--- src/rtl/data_cb_config_loader_pkg.sv ---
// Shared types and sizing helpers for the data connection block configuration loader.
// Provides the loader state enum, the default beat width and the beat-count helper.
package data_cb_cfg_pkg;

  typedef enum logic [1:0] {
    IDLE   = 2'd0,
    LOAD   = 2'd1,
    COMMIT = 2'd2
  } state_e;

  localparam int unsigned CHUNK_DEF   = 32'd32;
  localparam int unsigned W_DEF       = 32'd16;
  localparam int unsigned DATAIN_DEF  = 32'd8;
  localparam int unsigned DATAOUT_DEF = 32'd16;

  // Beats needed to cover conf_width bits, rounding up.
  function automatic int unsigned nchunk(input int unsigned conf_width, input int unsigned chunk);
    return (conf_width + chunk - 32'd1) / chunk;
  endfunction

  localparam int unsigned NCHUNK_DEF = nchunk(W_DEF * (DATAIN_DEF + DATAOUT_DEF), CHUNK_DEF);
  localparam int unsigned CNT_W_DEF  = $clog2(NCHUNK_DEF);

endpackage

--- src/rtl/data_cb_config_loader_if.sv ---
// Configuration beat stream (valid/ready) feeding the loader.
// The optional cfg_par bit exists only when CFG_PARITY_EN is defined.
interface data_cb_config_loader_if
  import data_cb_cfg_pkg::*;
#(
  parameter int unsigned CHUNK = CHUNK_DEF
) ();

  logic [CHUNK-1:0] cfg_data;
  logic             cfg_valid;
  logic             cfg_ready;
`ifdef CFG_PARITY_EN
  logic             cfg_par;

  modport master (output cfg_data, output cfg_valid, output cfg_par, input cfg_ready);
  modport slave  (input cfg_data, input cfg_valid, input cfg_par, output cfg_ready);
`else
  modport master (output cfg_data, output cfg_valid, input cfg_ready);
  modport slave  (input cfg_data, input cfg_valid, output cfg_ready);
`endif

endinterface

--- src/rtl/data_cb_config_loader.sv ---
// Assembles CHUNK-bit beats into the connection block shadow and commits it with a one-cycle cset.
// Optional feature macro CFG_PARITY_EN: even parity per beat, a failed load ends with err instead of cset.
module data_cb_config_loader
  import data_cb_cfg_pkg::*;
#(
  parameter int unsigned W          = 32'd16,
  parameter int unsigned DATAIN     = 32'd8,
  parameter int unsigned DATAOUT    = 32'd16,
  parameter int unsigned CHUNK      = CHUNK_DEF,
  parameter int unsigned CONF_WIDTH = W * (DATAIN + DATAOUT)
) (
  input  logic                   clk,
  input  logic                   rst_n,
  input  logic                   start,
  input  logic                   abort,
  data_cb_config_loader_if.slave cfg,
  output logic [CONF_WIDTH-1:0]  c,
  output logic                   cset,
  output logic                   busy,
  output logic                   done,
  output logic                   err
);

  localparam int unsigned NCHUNK = nchunk(CONF_WIDTH, CHUNK);
  localparam int unsigned CNT_W  = (NCHUNK > 32'd1) ? $clog2(NCHUNK) : 32'd1;
  localparam int unsigned PAD_W  = NCHUNK * CHUNK;
  localparam logic [CNT_W-1:0] LAST_CNT = CNT_W'(NCHUNK - 32'd1);

  state_e                  state_r, state_s;
  logic [CNT_W-1:0]        cnt_r, cnt_s;
  logic [CONF_WIDTH-1:0]   c_r, c_s;
  logic [PAD_W-1:0]        pad_s;
  logic                    par_err_r, par_err_s;
  logic                    beat_bad_s;
  logic                    xfer_s;
  logic                    err_s;
  logic                    cfg_ready_r, cset_r, busy_r, done_r, err_r;

`ifdef CFG_PARITY_EN
  assign beat_bad_s = (^cfg.cfg_data) ^ cfg.cfg_par;
`else
  assign beat_bad_s = 1'b0;
`endif

  assign xfer_s = cfg.cfg_valid & cfg_ready_r;

  // Next-state, beat placement and error decision; abort beats any beat presented with it.
  always_comb begin
    state_s   = state_r;
    cnt_s     = cnt_r;
    c_s       = c_r;
    par_err_s = par_err_r;
    err_s     = 1'b0;
    pad_s     = '0;
    pad_s[CONF_WIDTH-1:0] = c_r;
    case (state_r)
      IDLE: begin
        if (start) begin
          state_s   = LOAD;
          cnt_s     = '0;
          par_err_s = 1'b0;
        end else begin
          state_s   = IDLE;
        end
      end
      LOAD: begin
        if (abort) begin
          state_s = IDLE;
          err_s   = 1'b1;
        end else if (xfer_s) begin
          // Padding absorbs the bits of the last beat that lie beyond CONF_WIDTH.
          pad_s[cnt_r*CHUNK +: CHUNK] = cfg.cfg_data;
          c_s       = pad_s[CONF_WIDTH-1:0];
          cnt_s     = cnt_r + CNT_W'(1);
          par_err_s = par_err_r | beat_bad_s;
          if (cnt_r == LAST_CNT) begin
            if (par_err_r | beat_bad_s) begin
              state_s = IDLE;
              err_s   = 1'b1;
            end else begin
              state_s = COMMIT;
            end
          end else begin
            state_s = LOAD;
          end
        end else begin
          state_s = LOAD;
        end
      end
      COMMIT: begin
        state_s = IDLE;
      end
      default: begin
        state_s = IDLE;
      end
    endcase
  end

  // State, shadow and registered handshake/status outputs.
  always_ff @(posedge clk or negedge rst_n) begin
    if (!rst_n) begin
      state_r     <= IDLE;
      cnt_r       <= '0;
      c_r         <= '0;
      par_err_r   <= 1'b0;
      cfg_ready_r <= 1'b0;
      cset_r      <= 1'b0;
      busy_r      <= 1'b0;
      done_r      <= 1'b0;
      err_r       <= 1'b0;
    end else begin
      state_r     <= state_s;
      cnt_r       <= cnt_s;
      c_r         <= c_s;
      par_err_r   <= par_err_s;
      cfg_ready_r <= (state_s == LOAD);
      cset_r      <= (state_s == COMMIT);
      busy_r      <= (state_s == LOAD) || (state_s == COMMIT);
      done_r      <= (state_s == COMMIT);
      err_r       <= err_s;
    end
  end

  assign cfg.cfg_ready = cfg_ready_r;
  assign c             = c_r;
  assign cset          = cset_r;
  assign busy          = busy_r;
  assign done          = done_r;
  assign err           = err_r;

endmodule

--- src/flat_wrapper.sv ---
// flat-port wrapper written by rule: the top's interface ports become plain ports
module data_cb_config_loader_flat import data_cb_cfg_pkg::*;
#(
  parameter int unsigned W          = 32'd16,
  parameter int unsigned DATAIN     = 32'd8,
  parameter int unsigned DATAOUT    = 32'd16,
  parameter int unsigned CHUNK      = CHUNK_DEF,
  parameter int unsigned CONF_WIDTH = W * (DATAIN + DATAOUT)
)
  (clk, rst_n, start, abort, c, cset, busy, done, err, cfg_cfg_data, cfg_cfg_valid, cfg_cfg_ready);
  data_cb_config_loader_if #(.CHUNK(CHUNK)) cfg_i ();
  input  logic clk;
  input  logic rst_n;
  input  logic start;
  input  logic abort;
  output logic [CONF_WIDTH-1:0] c;
  output logic cset;
  output logic busy;
  output logic done;
  output logic err;
  input wire logic [$bits(cfg_i.cfg_data)-1:0] cfg_cfg_data;
  input wire logic [$bits(cfg_i.cfg_valid)-1:0] cfg_cfg_valid;
  output wire logic [$bits(cfg_i.cfg_ready)-1:0] cfg_cfg_ready;
  assign cfg_i.cfg_data = cfg_cfg_data;
  assign cfg_i.cfg_valid = cfg_cfg_valid;
  assign cfg_cfg_ready = cfg_i.cfg_ready;
  data_cb_config_loader #(.W(W), .DATAIN(DATAIN), .DATAOUT(DATAOUT), .CHUNK(CHUNK), .CONF_WIDTH(CONF_WIDTH)) u_core (.clk(clk), .rst_n(rst_n), .start(start), .abort(abort), .cfg(cfg_i), .c(c), .cset(cset), .busy(busy), .done(done), .err(err));
endmodule
--- config.mk ---
export PLATFORM = sky130hd
export DESIGN_NAME = data_cb_config_loader_flat
export DESIGN_NICKNAME = d
export VERILOG_FILES = /design/src/rtl/data_cb_config_loader_pkg.sv /design/src/rtl/data_cb_config_loader_if.sv /design/src/rtl/data_cb_config_loader.sv /design/src/flat_wrapper.sv
export SDC_FILE = /design/constraint.sdc
export NUM_CORES = 1
export LEC_CHECK = 0
export ABC_AREA = 0
export BUFFER_PORTS_ARGS = -buffer_cell sky130_fd_sc_hd__buf_4
export CORE_MARGIN = 4
export CORE_UTILIZATION = 55
export CTS_CLUSTER_SIZE = 16
export DETAILED_ROUTE_END_ITERATION = 7
export GPL_ROUTABILITY_DRIVEN = 1
export PLACE_DENSITY = 0.88
export SYNTH_ARGS = -nofsm -noshare
export SYNTH_HDL_FRONTEND = slang
export SYNTH_SLANG_ARGS = --single-unit
--- constraint.sdc ---
create_clock -name clk -period 4.03 [get_ports clk]
set_input_delay 0.806 -clock clk [delete_from_list [all_inputs] [get_ports clk]]
set_output_delay 0.806 -clock clk [all_outputs]
set_load 0.02 [all_outputs]
# After elaboration in Yosys (flattened, before gate mapping)
# Index checks and enable logic that the tools add are counted.
dict set report op_classes {
  shift 2
  n_mux 12
  n_eq_ne 7
  bitwise 2
  add_sub_neg 2
  n_reduce_logical 5
}
# op count
set op_table {}
lappend op_table {{bitwise mux 384 bit} 1}
lappend op_table {{variable shift 32 x 34 -> 384 bit (first input constant)} 1}
lappend op_table {{indexed part select 32 x 34 -> 384 bit} 1}
lappend op_table {{negation 9 -> 34 bit} 1}
lappend op_table {{two-way mux 4 bit} 3}
lappend op_table {{one-hot mux 4 bit (2 select lines)} 1}
lappend op_table {{two-way mux 2 bit} 3}
lappend op_table {{adder 4 x 1 -> 4 bit (second input constant)} 1}
lappend op_table {{== test 2 x 1 -> 1 bit (second input constant)} 2}
lappend op_table {{== test 4 bit (second input constant)} 1}
lappend op_table {{!= test 2 bit (second input constant)} 2}
lappend op_table {{one-hot mux 2 bit (2 select lines)} 1}
lappend op_table {{AND reduction 4 bit} 1}
lappend op_table {{two-way mux 1 bit} 3}
lappend op_table {{AND reduction 3 bit} 1}
lappend op_table {{== test 2 bit (second input constant)} 1}
lappend op_table {{logical NOT 2 bit} 1}
lappend op_table {{!= test 2 x 1 -> 1 bit (second input constant)} 1}
lappend op_table {{nonzero test 2 bit} 1}
lappend op_table {{bitwise AND 1 bit} 1}
lappend op_table {{logical OR 1 bit} 1}
lappend op_table {{inverter 1 bit} 1}
dict set report word_totals {
  wordCells 37
  output_inout_bits 389
  reg_bits 394
}

# Depth between registers and ports, before layout
# Gate-level depths: netlist (run 1).
dict set report depth {
  ltp_word 7
  mapped_depth 9
  ltp_nobuf 7
}

# Worst setup path after synthesis (run 1)
# Ideal clock, no wire load.
dict set report synth_timing {
  path_kind {input to register}
  start {input port abort}
  end {register u_core.c_r[353], in the netlist u_core.c[353]}
  arrival_time_ns 2.273
  stages 6
  setup_time_ns 0.125
  slack_ns 1.631
  path_cell_list {and4bb_4 nand2_1 or4_1 buf_2 buf_6 mux2_4}
}
dict set report synth_via {
  elab_chain_len 2
}
# element line
set synth_lines {}
lappend synth_lines {{start, declared} flat_wrapper.sv:15} ;# input logic abort;
lappend synth_lines {{inverter 1 bit (no source line)} n/a}
lappend synth_lines {{AND reduction 3 bit (no source line)} n/a}
lappend synth_lines {{end signal, assigned} data_cb_config_loader.sv:114} ;# c_r <= c_s;
lappend synth_lines {{end, declared} data_cb_config_loader.sv:31} ;# logic [CONF_WIDTH-1:0] c_r, c_s;
# Every way passes these cells.
# A chain may end at the register's enable or synchronous reset.

# Worst setup path in the final report (run 1)
dict set report layout_timing {
  start {register u_core.cnt_r[0]}
  end {register u_core.c_r[252], in the netlist u_core.c[252]}
}
dict set report layout_via {
  elab_chain_len 3
  word_cells_on_any_way 4
}
# element line
set layout_lines {}
lappend layout_lines {{start, declared} data_cb_config_loader.sv:30} ;# logic [CNT_W-1:0] cnt_r, cnt_s;
lappend layout_lines {{start signal, assigned} data_cb_config_loader.sv:113} ;# cnt_r <= cnt_s;
lappend layout_lines {{negation 9 -> 34 bit *} data_cb_config_loader.sv:72} ;# pad_s[cnt_r*CHUNK +: CHUNK] = cfg.cfg_data;
lappend layout_lines {{indexed part select 32 x 34 -> 384 bit or variable shift 32 x 34 -> 384 bit (tied branches)} data_cb_config_loader.sv:72}
lappend layout_lines {{bitwise mux 384 bit *} data_cb_config_loader.sv:72}
# Every way passes the cells marked *; elsewhere a longest branch is shown, timed or not.

==> impl_metrics.ini, run 1 <==
[drt]
wl_per_cell_um = 23.9
via_per_inst = 5.49
drc = 0
via_count = 10100
dr.pass1.iters = 6
wl_mm = 43.7
drt-initial-drc-count = 548
final_antenna_net_count = 0

[floorplanning]
pin_count = 426
row_count = 60
core_sq_um = 27200
die_y_um = 175
fp.dieW_um = 175
die_area_sq_um = 30500
start_util_pct = 56.2

[timing]
min_period_over_period_pct = 78.7
fin_ws_ns = 0.858
min_period_ns = 3.17
tightest_slew_ns = 1.06
clock.fmax_mhz = 315
hold_viol_final = 0
slew_headroom_pct = 29.2
drv_slew = 0
finalSetupViolCount = 0
fin_setup_tns_ns = 0
whs_ns = 0.326
skew_ns = 0.0171
rsz0062_at_grt = false

[setup_path]
cp-startpoint = u_core.cnt_r[0]
r2r_start = u_core.cnt_r[0]
rrSetupSlack_ns = 0.86
worstPathArrival_ns = 3.57
crit_required_ns = 4.43
critical_path_peak_fanout = 21
start_kind = register
r2r_cells = 7
rr_endpoint = u_core.c[252]
worstSetupPathType = reg -> reg
cp-end-kind = register

[clock_network]
cts_made_buffers = 40
cts_sinks = 394
clock_path_buffers = 3
clkTransAtPathRegs_ns = 0.06
insertion_delay_ns = 0.52
post_cts.repair.setup_buffers = 0
root_buffer = clkbuf_16
cts_tree = done
cts_max_level = 2
hold_buffers = 0
cts_resized = 0

[placed_design]
dp_hpwl_mm = 30.6
gp_congestion = 0.825
place_ws_ns = 0.863
dp.cells = 1765
numPortBuffers = 425

[global_routing]
grt_usage_pct = 28.5
grt_pass1_vias = 11000
grt_max_degree = 112
antenna_found_initial = 0
grt_pass1_wl_mm = 67.5
grt_overflow = 0

[logic_synthesis]
yosysSeqAreaShare_pct = 64.5
ys.flop_type = dfrtp_1
synth.top_cell.area_share_pct = 64.5
synth_cell_type_count = 41
synth.ff_latch_count = 394
synthArstFlopShare_pct = 100
synthesis.area_sq_um = 15300
synth_edf_count = 0
synthesis.nets = 1042
yosys-top-cells-area = dfrtp_1, mux2_2, mux2_4
syn-instance-count = 1000
syn_avg_cell_area_sq_um = 15.3
ys_warn_count = 0
synth_top_area_cell = dfrtp_1

[power_and_ir_drop]
pwr-share-seq_pct = 48.0
vdd_drop_max_uv = 347
power_frac_comb_pct = 10.6
power.switching_w = 0.00217
power_w = 0.00875
powerDensity_nw_per_um2 = 432
swShare_pct = 24.8
clockPowerShare_pct = 41.4
p_int_w = 0.00658
p_leak_nw = 11.2

[worst_hold_path]
worstHoldPathType = in -> async

[final_layout]
fill_cells = 1690
diodes = 0
fin_nets = 1477
fin_cells = 1832
regArea_sq_um = 9860
syn_to_final_growth_pct = 32.5
multiInputGateArea_sq_um = 5190
drive_gt1_share_pct = 58.8

[status]
outcome = finished, final reports clean

[flow_run]
maxCapViolCount = 0
==> through the flow <==
step	instance area, sq um	util (%)
final	20200	74.5
after global routing	20200	74.5
after CTS	20200	74.5
after detailed placement	19000	69.8
after global placement	19000	69.8
after floorplan	15300	-
==> area by class of cell <==
type	instances	share of cell area (%)
repair buffers	448	17.0
flip-flops and latches	394	48.7
well taps	372	2.30
inverters	5	0.0927
clock buffers	60	5.86
multi-input cells	546	25.7
clock inverters	7	0.433
==> cell usage after synthesis, types with 5 or more instances <==
library cell and number:
nor2_1 5, o21ai_0 36, mux2_2 307, buf_2 34
mux2_4 30, mux2_1 15, and2_1 32, inv_1 5
ha_1 5, nand2_1 75, clkbuf_1 16, dfrtp_1 394
==> flip-flops by register name, indices dropped and copies added, names as in the netlist <==
name and cells:
u_core.cnt_r 4, u_core.state_r 2, u_core.busy 1, u_core.c 384, u_core.cset 1, u_core.cfg.cfg_ready 1, u_core.err 1
==> power by group through the flow <==
stage	logic (W)	clock network (W)	registers [W]
floorplan	0.000212	0	0.00444
global placement	0.000908	0	0.00426
detailed placement	0.000931	0	0.00427
CTS	0.000938	0.00366	0.00420
global route	0.000995	0.00387	0.00422
finish	0.000926	0.00362	0.00420
==> per-layer routing <==
layer	global-route usage, %	wire length [um]
met4	11.9	1970
met1	34.5	16600
met5	0	0
met2	48.5	21900
met3	7.88	3240
==> cell families after synthesis <==
group | synth area share [%]
xor gates and xnor gates | 0.115
DFF | 64.5
adders and majority gates | 0.409
AOI/OAI and AO/OA | 1.83
muxes | 26.7
and+or+nand+nor | 4.45
buffers and inverters | 1.93
==> critical path, cell delays in order (launching register included) <==
cell,delay (ns)
dfrtp_1,0.58
inv_1,0.09
ha_1,0.33
o21bai_1,0.24
a2111oi_2,0.63
nand2_2,0.39
buf_4,0.37
mux2_1,0.37
==> placed cells by master (no fill, tap or decap), types with 2 or more instances in the layout <==
cell type,instances
clkbuf_8,9
a22o_1,3
nor3_2,3
nand2b_1,2
nand3_1,3
bufinv_16,2
or2_2,2
mux2_1,15
buf_4,442
mux2_4,30
clkbuf_1,10
clkinv_2,4
and2_1,32
nand2_2,2
nand2_1,73
nand2b_2,2
clkbuf_16,41
mux2_2,307
o21bai_1,2
buf_12,5
inv_1,5
o21ai_0,36
and3b_1,2
ha_1,5
nor2_1,4
dfrtp_1,394
==> worst max-delay path by stage <==
stage / slack, ns / endpoint / cells past startpoint
6_report: 0.86 / u_core.c[252] / 7
3_5_place_dp: 0.86 / u_core.c[356] / 6
5_1_grt: 0.77 / u_core.c[252] / 7
2_1_floorplan: 1.63 / u_core.c[353] / 6
3_3_place_gp: 0.92 / u_core.c[363] / 6
4_1_cts: 0.88 / u_core.c[252] / 7
Power figures use the tool's default switching activity.
==> inputs of run 2 (changes only) <==
Settings changed: CORE_UTILIZATION 55 to 52, PLACE_DENSITY 0.88 to 0.85.
Clock period 4.03 ns to 3.05 ns, I/O delays scaled along.
==> run 2 against run 1 <==
Fmax increased by 13%. Sequential share of layout area decreased by 0.49 points. Via count rose by 0.38%. Flip-flop and latch count did not move. Clock-buffer cell count fell by 4. Critical path type unchanged. Clock skew up 0.0010 ns. Global-route usage decreased by 2.1 points. Final area rose by 1.0%. Clock power rose by 43%. Total power is 36% higher. Combinational power grew 31%.
==> impl_metrics.ini, run 2 (same netlist as run 1, synthesis figures left out) <==
[floorplanning]
start_util_pct = 52.9
pin_count = 426
core_sq_um = 28900
die_y_um = 179
fp.dieW_um = 179
die_area_sq_um = 32200
row_count = 62

[placed_design]
gp_congestion = 0.859
numPortBuffers = 425
dp.cells = 1786
dp_hpwl_mm = 30.6
place_ws_ns = 0.289

[final_layout]
regArea_sq_um = 9860
final_cell_mix = buf_4, dfrtp_1, mux2_2
largest_reg_flops = 384
final_common_cell = buf_4
fill_cells = 1919
multiInputGateArea_sq_um = 5190
syn_to_final_growth_pct = 33.9
fin_nets = 1486
drive_gt1_share_pct = 59.5
fin_cells = 1854
diodes = 0
utilization_pct = 70.9

[power_and_ir_drop]
power.switching_w = 0.00288
power_frac_comb_pct = 10.2
powerDensity_nw_per_um2 = 584
p_leak_nw = 11.3
pwr-share-seq_pct = 46.6
swShare_pct = 24.2
vdd_drop_max_uv = 494
clockPowerShare_pct = 43.2
p_int_w = 0.00906
power_w = 0.0119

[global_routing]
grt_usage_pct = 26.4
antenna_found_initial = 0
grt_pass1_wl_mm = 66.7
grt_overflow = 0
grt_max_degree = 91
grt_pass1_vias = 10800

[status]
outcome = finished, final reports clean

[timing]
fin_ws_ns = 0.236
rsz0062_at_grt = false
hold_viol_final = 0
fin_setup_tns_ns = 0
clock.fmax_mhz = 355
skew_ns = 0.0181
slew_headroom_pct = 28.2
min_period_over_period_pct = 92.2
finalSetupViolCount = 0
tightest_slew_ns = 1.07
min_period_ns = 2.81
drv_slew = 0

[drt]
wl_mm = 43.5
wl_per_cell_um = 23.5
drt-initial-drc-count = 616
final_antenna_net_count = 0
via_per_inst = 5.44
drc = 0
dr.pass1.iters = 4
via_count = 10100

[clock_network]
cts_resized = 0
clkTransAtPathRegs_ns = 0.06
cts_sinks = 394
clock_path_buffers = 3
hold_buffers = 0
cts_max_level = 2
post_cts.repair.setup_buffers = 0
insertion_delay_ns = 0.53
cts_made_buffers = 40
root_buffer = clkbuf_16
cts_tree = done

[flow_run]
maxCapViolCount = 0

[setup_path]
critical_path_peak_fanout = 19
worstPathArrival_ns = 3.21
worstSetupPathType = reg -> reg
crit_required_ns = 3.45
cp-end-kind = register
start_kind = register

[worst_hold_path]
worstHoldPathType = in -> async
==> run 2: power by group through the flow <==
stage          Combinational [W]  Clock [W]  Sequential [W]
6_report                 0.00121    0.00516         0.00556
5_1_grt                  0.00131    0.00549         0.00558
4_1_cts                  0.00123    0.00525         0.00556
3_5_place_dp             0.00122          0         0.00565
3_3_place_gp             0.00119          0         0.00564
2_1_floorplan           0.000281          0         0.00587
==> run 2: metal layers <==
| metal | wire length, um | track usage [%] | share of wire (%) | vias up |
|---|---|---|---|---|
| li1 | - | - | - | 4363 |
| met1 | 17400 | 33.7 | 40 | 5237 |
| met2 | 21500 | 44.2 | 49 | 389 |
| met3 | 2910 | 6.61 | 6.7 | 105 |
| met4 | 1760 | 10.1 | 4.0 | 0 |
| met5 | 0 | 0 | 0 | - |
==> run 2: final timing paths <==
check,startpoint,to,slack [ns],cells past startpoint
worst max-delay path,u_core.cnt_r[0],u_core.c[371],0.24,7
worst min-delay path,rst_n,u_core.c[88],0.05,1
worst max register to register,u_core.cnt_r[0],u_core.c[371],0.24,7
worst min register to register,u_core.c[21],u_core.c[21],0.48,2
max in group asynchronous,rst_n,u_core.c[304],2.07,2
min in group clk,cfg_cfg_data[6],u_core.c[166],0.39,2
==> run 2: critical path, stage by stage (launching register included) <==
cell     delay (ns)
dfrtp_1        0.52
nor3_1         0.24
ha_1           0.29
nor2b_1        0.19
nand2_1        0.14
or4_2          0.65
buf_4          0.30
mux2_4         0.34
==> run 2: cell type report <==
class	count	share of cell area (%)
timing repair buffer	457	17.1
clock inverter	12	1.06
tap	384	2.35
multi-input combinational	546	25.4
clock buffer	56	5.78
inverter	5	0.0918
sequential	394	48.2
==> run 2: through the flow <==
stage,instance area (sq um),hold slack [ns]
floorplan,15300,0.314
detailed placement,19100,0.472
finish,20500,0.0545
global route,20500,0.0925
global placement,19100,0.464
CTS,20500,0.0651
